==> config.mk <==
export PLATFORM = sky130hd
export DESIGN_NAME = fifo
export DESIGN_NICKNAME = d
export VERILOG_FILES = /design/src/rtl/fifo.sv
export SDC_FILE = /design/constraint.sdc
export NUM_CORES = 1
export LEC_CHECK = 0
export BUFFER_PORTS_ARGS = -buffer_cell sky130_fd_sc_hd__buf_4
export CAP_MARGIN = 20
export CORE_ASPECT_RATIO = 0.6
export CORE_MARGIN = 2
export CORE_UTILIZATION = 44
export DETAILED_ROUTE_END_ITERATION = 8
export GPL_ROUTABILITY_DRIVEN = 0
export GPL_TIMING_DRIVEN = 0
export PLACE_DENSITY_LB_ADDON = 0.12
export SLEW_MARGIN = 15
export SYNTH_ARGS = -nofsm -noshare
export SYNTH_HDL_FRONTEND = slang
export SYNTH_SLANG_ARGS = --single-unit
==> constraint.sdc <==
create_clock -name clk -period 3.3 [get_ports clk]
set_clock_uncertainty 0.1 [all_clocks]
set_input_delay 0 -clock clk [delete_from_list [all_inputs] [get_ports clk]]
set_output_delay 0 -clock clk [all_outputs]
set_load 0.02 [all_outputs]
==> src/rtl/fifo.sv <==
// Single-clock synchronous FIFO with a registered read port and count-decoded flags.
// DEPTH need not be a power of two; pointers wrap explicitly at DEPTH-1.
module fifo #(
  parameter int DATA_WIDTH = 8,
  parameter int DEPTH      = 4
) (
  input  logic                  clk,
  input  logic                  rstn,
  input  logic [DATA_WIDTH-1:0] dataIn,
  input  logic                  WR,
  output logic                  full,
  output logic [DATA_WIDTH-1:0] dataOut,
  input  logic                  RD,
  output logic                  empty
);

  localparam int PTR_W = (DEPTH > 1) ? $clog2(DEPTH) : 1;
  localparam int CNT_W = $clog2(DEPTH + 1);

  logic [DATA_WIDTH-1:0] mem_reg [DEPTH];
  logic [PTR_W-1:0]      wr_ptr_reg, wr_ptr_next;
  logic [PTR_W-1:0]      rd_ptr_reg, rd_ptr_next;
  logic [CNT_W-1:0]      count_reg, count_next;
  logic [DATA_WIDTH-1:0] data_out_reg;
  logic                  wr_accept, rd_accept;

  assign full      = (count_reg == CNT_W'(DEPTH));
  assign empty     = (count_reg == '0);
  assign wr_accept = WR & ~full;
  assign rd_accept = RD & ~empty;
  assign dataOut   = data_out_reg;

  always_comb begin
    wr_ptr_next = wr_ptr_reg;
    rd_ptr_next = rd_ptr_reg;
    count_next  = count_reg;
    if (wr_accept)
      wr_ptr_next = (wr_ptr_reg == PTR_W'(DEPTH - 1)) ? '0 : wr_ptr_reg + PTR_W'(1);
    if (rd_accept)
      rd_ptr_next = (rd_ptr_reg == PTR_W'(DEPTH - 1)) ? '0 : rd_ptr_reg + PTR_W'(1);
    case ({wr_accept, rd_accept})
      2'b10:   count_next = count_reg + CNT_W'(1);
      2'b01:   count_next = count_reg - CNT_W'(1);
      default: count_next = count_reg;
    endcase
  end

  always_ff @(posedge clk) begin
    if (rstn) begin
      wr_ptr_reg   <= '0;
      rd_ptr_reg   <= '0;
      count_reg    <= '0;
      data_out_reg <= '0;
    end else begin
      wr_ptr_reg <= wr_ptr_next;
      rd_ptr_reg <= rd_ptr_next;
      count_reg  <= count_next;
      if (rd_accept)
        data_out_reg <= mem_reg[rd_ptr_reg];
    end
  end

  // Storage carries no reset so it can map onto block RAM; reset only gates the write.
  always_ff @(posedge clk) begin
    if (!rstn && wr_accept)
      mem_reg[wr_ptr_reg] <= dataIn;
  end

endmodule

Yosys cells after proc, flatten, opt, wreduce, memory -nomap -nowiden
Memory sizes are Yosys's and may differ from the RTL's. A register that Yosys moved wholly into a read port is not among the register bits.
Index checks and enable logic that the tools add are counted.

word-level totals
  register bits after elaboration = 7
  latch bits = 0
  memory bits (writable) = 32
  ROM bits = 0
  input bits = 12
  output and inout bits = 10
  logic and storage cells = 26
  memories kept = 1

cells by class
  $add $sub $neg = 4
  multiply operators = 0
  div/mod/pow operators = 0
  magnitude comparators = 0
  equality and inequality tests = 5
  shift-type cells = 0
  muxes and demuxes = 5
  bitwise gates (word level) = 4
  reductions and logical operators = 4

memory list
  memory   depth  bits a word  rd ports  clocked after memory_dff  wr ports  RTL line  text
  mem_reg  4      8            1         1                         1         20        logic [DATA_WIDTH-1:0] mem_reg [DEPTH];

operators with widths
  operator                                              number
  equality test 2 bit (second input constant)           3
  one-hot mux 3 bit (2 select lines)                    1
  adder 2 x 1 -> 2 bit (second input constant)          2
  two-way mux 2 bit                                     2
  adder 3 x 1 -> 3 bit (second input constant)          1
  equality test 3 bit (second input constant)           1
  zero test 3 bit                                       1
  subtractor 3 x 1 -> 3 bit (second input constant)     1
  bitwise AND 1 bit                                     2
  equality test 2 x 1 -> 1 bit (second input constant)  1
  two-way mux 1 bit                                     2
  NOT 1 bit                                             2
  nonzero test 2 bit                                    1
  logical AND 1 bit                                     1
  zero test 1 bit                                       1

Depth between registers and ports, before layout
  depth in word-level cells = 6
  mapped depth = 8
  mapped depth without buffers = 8

Worst setup path after synthesis
Ideal clock, no wire load.

  path kind = register -> register
  start = register count_reg[2]
  end = register count_reg[2]
  setup time = 71 ps
  data arrival time = 2062 ps
  required time = 3129 ps
  path slack = 1068 ps
  stages on the path, launching flop included = 9
  buffers on the path = 0
  period minus slack after synthesis = 2232 ps
  path through = dfxtp_1 > or3b_4 > nand2_1 > ha_1 > inv_1 > fa_1 > xor2_1 > or3_1 > a21oi_1

between the ends
  longest elaborated chain between the ends = 5
  elaborated cells on any way between the ends = 12

ends and longest elaborated chain
  item                                                                             RTL line  text
  from (decl)                                                                      23        logic [CNT_W-1:0] count_reg, count_next;
  from (signal assigned)                                                           57        count_reg <= count_next;
  equality test 3 bit / zero test 3 bit (equally long branches)                    27, 28
  NOT 1 bit, on equally long branches                                              29, 30
  bitwise AND 1 bit, on equally long branches                                      29, 30
  equality test 2 x 1 -> 1 bit / equality test 2 bit (equally long branches)       41        case ({wr_accept, rd_accept})
  one-hot mux 3 bit (2 select lines) / nonzero test 2 bit (equally long branches)  --

Several ways; a longest one is shown, not always the timed one.
A chain may end at the register's enable or synchronous reset.

Final worst setup path
Same ends and word-level chain as after synthesis.

==> metrics.txt <==
outcome completed; Port Buffers 20; Detailed Route WL 3.26 mm; root buf cell clkbuf_8; Bufs on Longest Clock Path 2; Psw 0.475 mW; drt wl/cell approximately 14 µm; CP Capture Type flip-flop; headroom to the max-slew limit between 40% and 50%; Global Route Usage Sum approximately 16%; Adder-Cell Fraction of Synth Area under 10%; CP Class reg -> reg; Synth Area in Compound Gates 5.25%; # setup viols final 0; Antenna Cells 0; Syn Area/Cell 14.5 µm²; iteration-0 DRC count of the detailed router 49; H-Tree Level Count 2; max reg flops 32; clk slew on worst S/H paths 0.08 ns; Final Max Tran Viols 0; Layout fillers between 300 and 400; CP max FO 5; initial antenna violation count 0; Final Core Density 56.8%; synth unique cells 22; post-CTS sizing 0; dpl cells 208; die height 54.4 µm; Synth Area in Simple Gates 8.47%; RSZ-0062 raised after global routing false; syn_nets roughly 150; Initial Util a little under half; FP Rows 18; Post-DRT Antenna Nets 0; Yosys Warn Count 0; Residual DRC 0; vias in the first global route around 1100; max_cap viols 0; largest net degree at the start of global routing 15; fmax around 400 MHz; total number of vias 1104; largest family of logic cells by synthesized area multiplexers; crit path DAT approximately 2.6 ns; combinational share of power between 20% and 30%; sequential-to-total area share from yosys stat about two thirds; total CTS buffers 5; global route overflow 0; register bit total from synthesis between 40 and 50; drt via density 4.88; Die W slightly below 90 µm; Worst Tran Pin Value between 0.7 and 0.8 ns; Post-layout nets roughly 180; leak pwr 0.827 nW; Max IR drop VDD between 0.0003 and 0.0004 V; CTS tree built; Cell Pwr Density approximately 690 nW/µm²; Setup crit start kind flip-flop; Min Hold Slack 0.0794 ns; post-DP HPWL 2.27 mm; latest clock arrival within the worst-skew pair slightly below 0.3 ns; final worst path period need roughly 2.5 ns; Sink Count 47; core area between 4000 and 5000 µm²; HP Class in -> reg; Area Growth Syn to Fin 24.3%; I/O Pins 22; layout cells sized above 1 27.1%; Switching Fraction about 30%; post-synthesis mux area share 9.68%; Tcrit/Tclk final 75.8%; final hold vios 0; Clock power frac approximately 25%; Power Internal 1.12 mW; Reg power frac a little under half; drt pass-1 iters 4; fin cells around 230; WP data required about 3.4 ns; Post-Synth XOR/XNOR Area less than 1%; first-pass GRT wire length 5.24 mm; Cells after Synth 128; die area 4780 µm²; Final TNS setup 0 ns; Cell Area, Synth between 1500 and 2000 µm²
-- kinds of logic (layout without fill, tap and decap cells) --
group	after synthesis	count (layout)
flip-flops	47	47
multiplexers	8	8
buffers and inverters	13	51
XOR/XNOR	2	2
AO/OA/AOI/OAI	18	18
AND/OR/NAND/NOR	33	33
adder cells (fa/ha/maj)	7	7
-- worst paths after layout --
| check | startpoint | end | slack (ns) | depth (start not counted) |
|---|---|---|---|---|
| worst max register to register | count_reg[2] | count_reg[2] | 0.80 | 8 |
| worst max-delay path | count_reg[2] | count_reg[2] | 0.80 | 8 |
| worst min register to register | dataOut[1] | dataOut[1] | 0.36 | 2 |
| worst min-delay path | rstn | dataOut[7] | 0.08 | 2 |
-- area by class of cell --
class / instances / area, µm² / share of cell area, %
buffer: 5 / 21.3 / 0.919
sequential: 47 / 1260 / 54.5
multi-input combinational: 68 / 568 / 24.6
clock inverter: 3 / 38.8 / 1.68
inverter: 8 / 30.0 / 1.30
tap: 60 / 75.1 / 3.24
clock buffer: 5 / 68.8 / 2.97
timing repair buffer: 30 / 250 / 10.8
-- what timing repair did --
item,CTS,global route
hold buffers,10,0
buffers inserted,0,0
endpoints found under the hold margin,34,0
-- power by group through the flow --
stage | combinational, mW | clock (mW) | sequential [mW]
6_report | 0.450 | 0.404 | 0.744
5_1_grt | 0.504 | 0.439 | 0.753
4_1_cts | 0.459 | 0.412 | 0.744
3_5_place_dp | 0.449 | 0 | 0.758
3_3_place_gp | 0.431 | 0 | 0.753
2_1_floorplan | 0.280 | 0 | 0.777
-- layer usage --
layer	vias to the layer above	global-route usage [%]	part of all wire, %
met5	-	0	0
met2	18	26.1	47
li1	538	-	-
met1	545	20.6	48
met4	0	4.62	0.58
met3	3	4.98	3.7
-- synthesized netlist by cell type (all sizes together) --
cell,number,area [µm²]
or3,2,12.5
o21ai,3,15.0
nor3,1,5.00
nor2,3,11.3
clkbuf,2,7.51
or3b,1,11.3
ha,6,75.1
o31ai,1,12.5
xor2,2,17.5
nand2,20,75.1
a21oi,14,70.1
nand3,1,5.00
fa,1,20.0
nor3b,4,30.0
inv,8,30.0
mux4,8,180
edfxtp,32,961
dfxtp,15,300
buf,3,13.8
or4,1,7.51
-- per-stage QoR --
| step | area, µm² | power, mW | setup WS, ns |
|---|---|---|---|
| finish | 2310 | 1.60 | 0.798 |
| global route | 2310 | 1.70 | 0.634 |
| CTS | 2310 | 1.62 | 0.779 |
| detailed placement | 2110 | 1.21 | 0.793 |
| global placement | 2090 | 1.18 | 0.846 |
| floorplan | 1860 | 1.06 | 1.07 |
-- worst max-delay path, cell delays in order (launching register included) --
cell	delay, ns
dfxtp_1	0.41
or3b_4	0.43
nand2_1	0.23
ha_1	0.23
inv_1	0.06
fa_1	0.37
xor2_1	0.15
or3_1	0.30
a21oi_1	0.16
-- placed cells by master (no fill, tap or decap), drive strengths merged --
master and n:
o21ai 3, or3b 1, mux4 8, xor2 2, fa 1, inv 8
dlygate4sd3 10, nor3 1, clkbuf 7, ha 6, or4 1, nor3b 4
nand3 1, nand2 20, bufinv 1, a21oi 14, clkinv 2, edfxtp 32
buf 23, or3 2, o31ai 1, dfxtp 15, nor2 3
(Power assumes the default switching activity.)
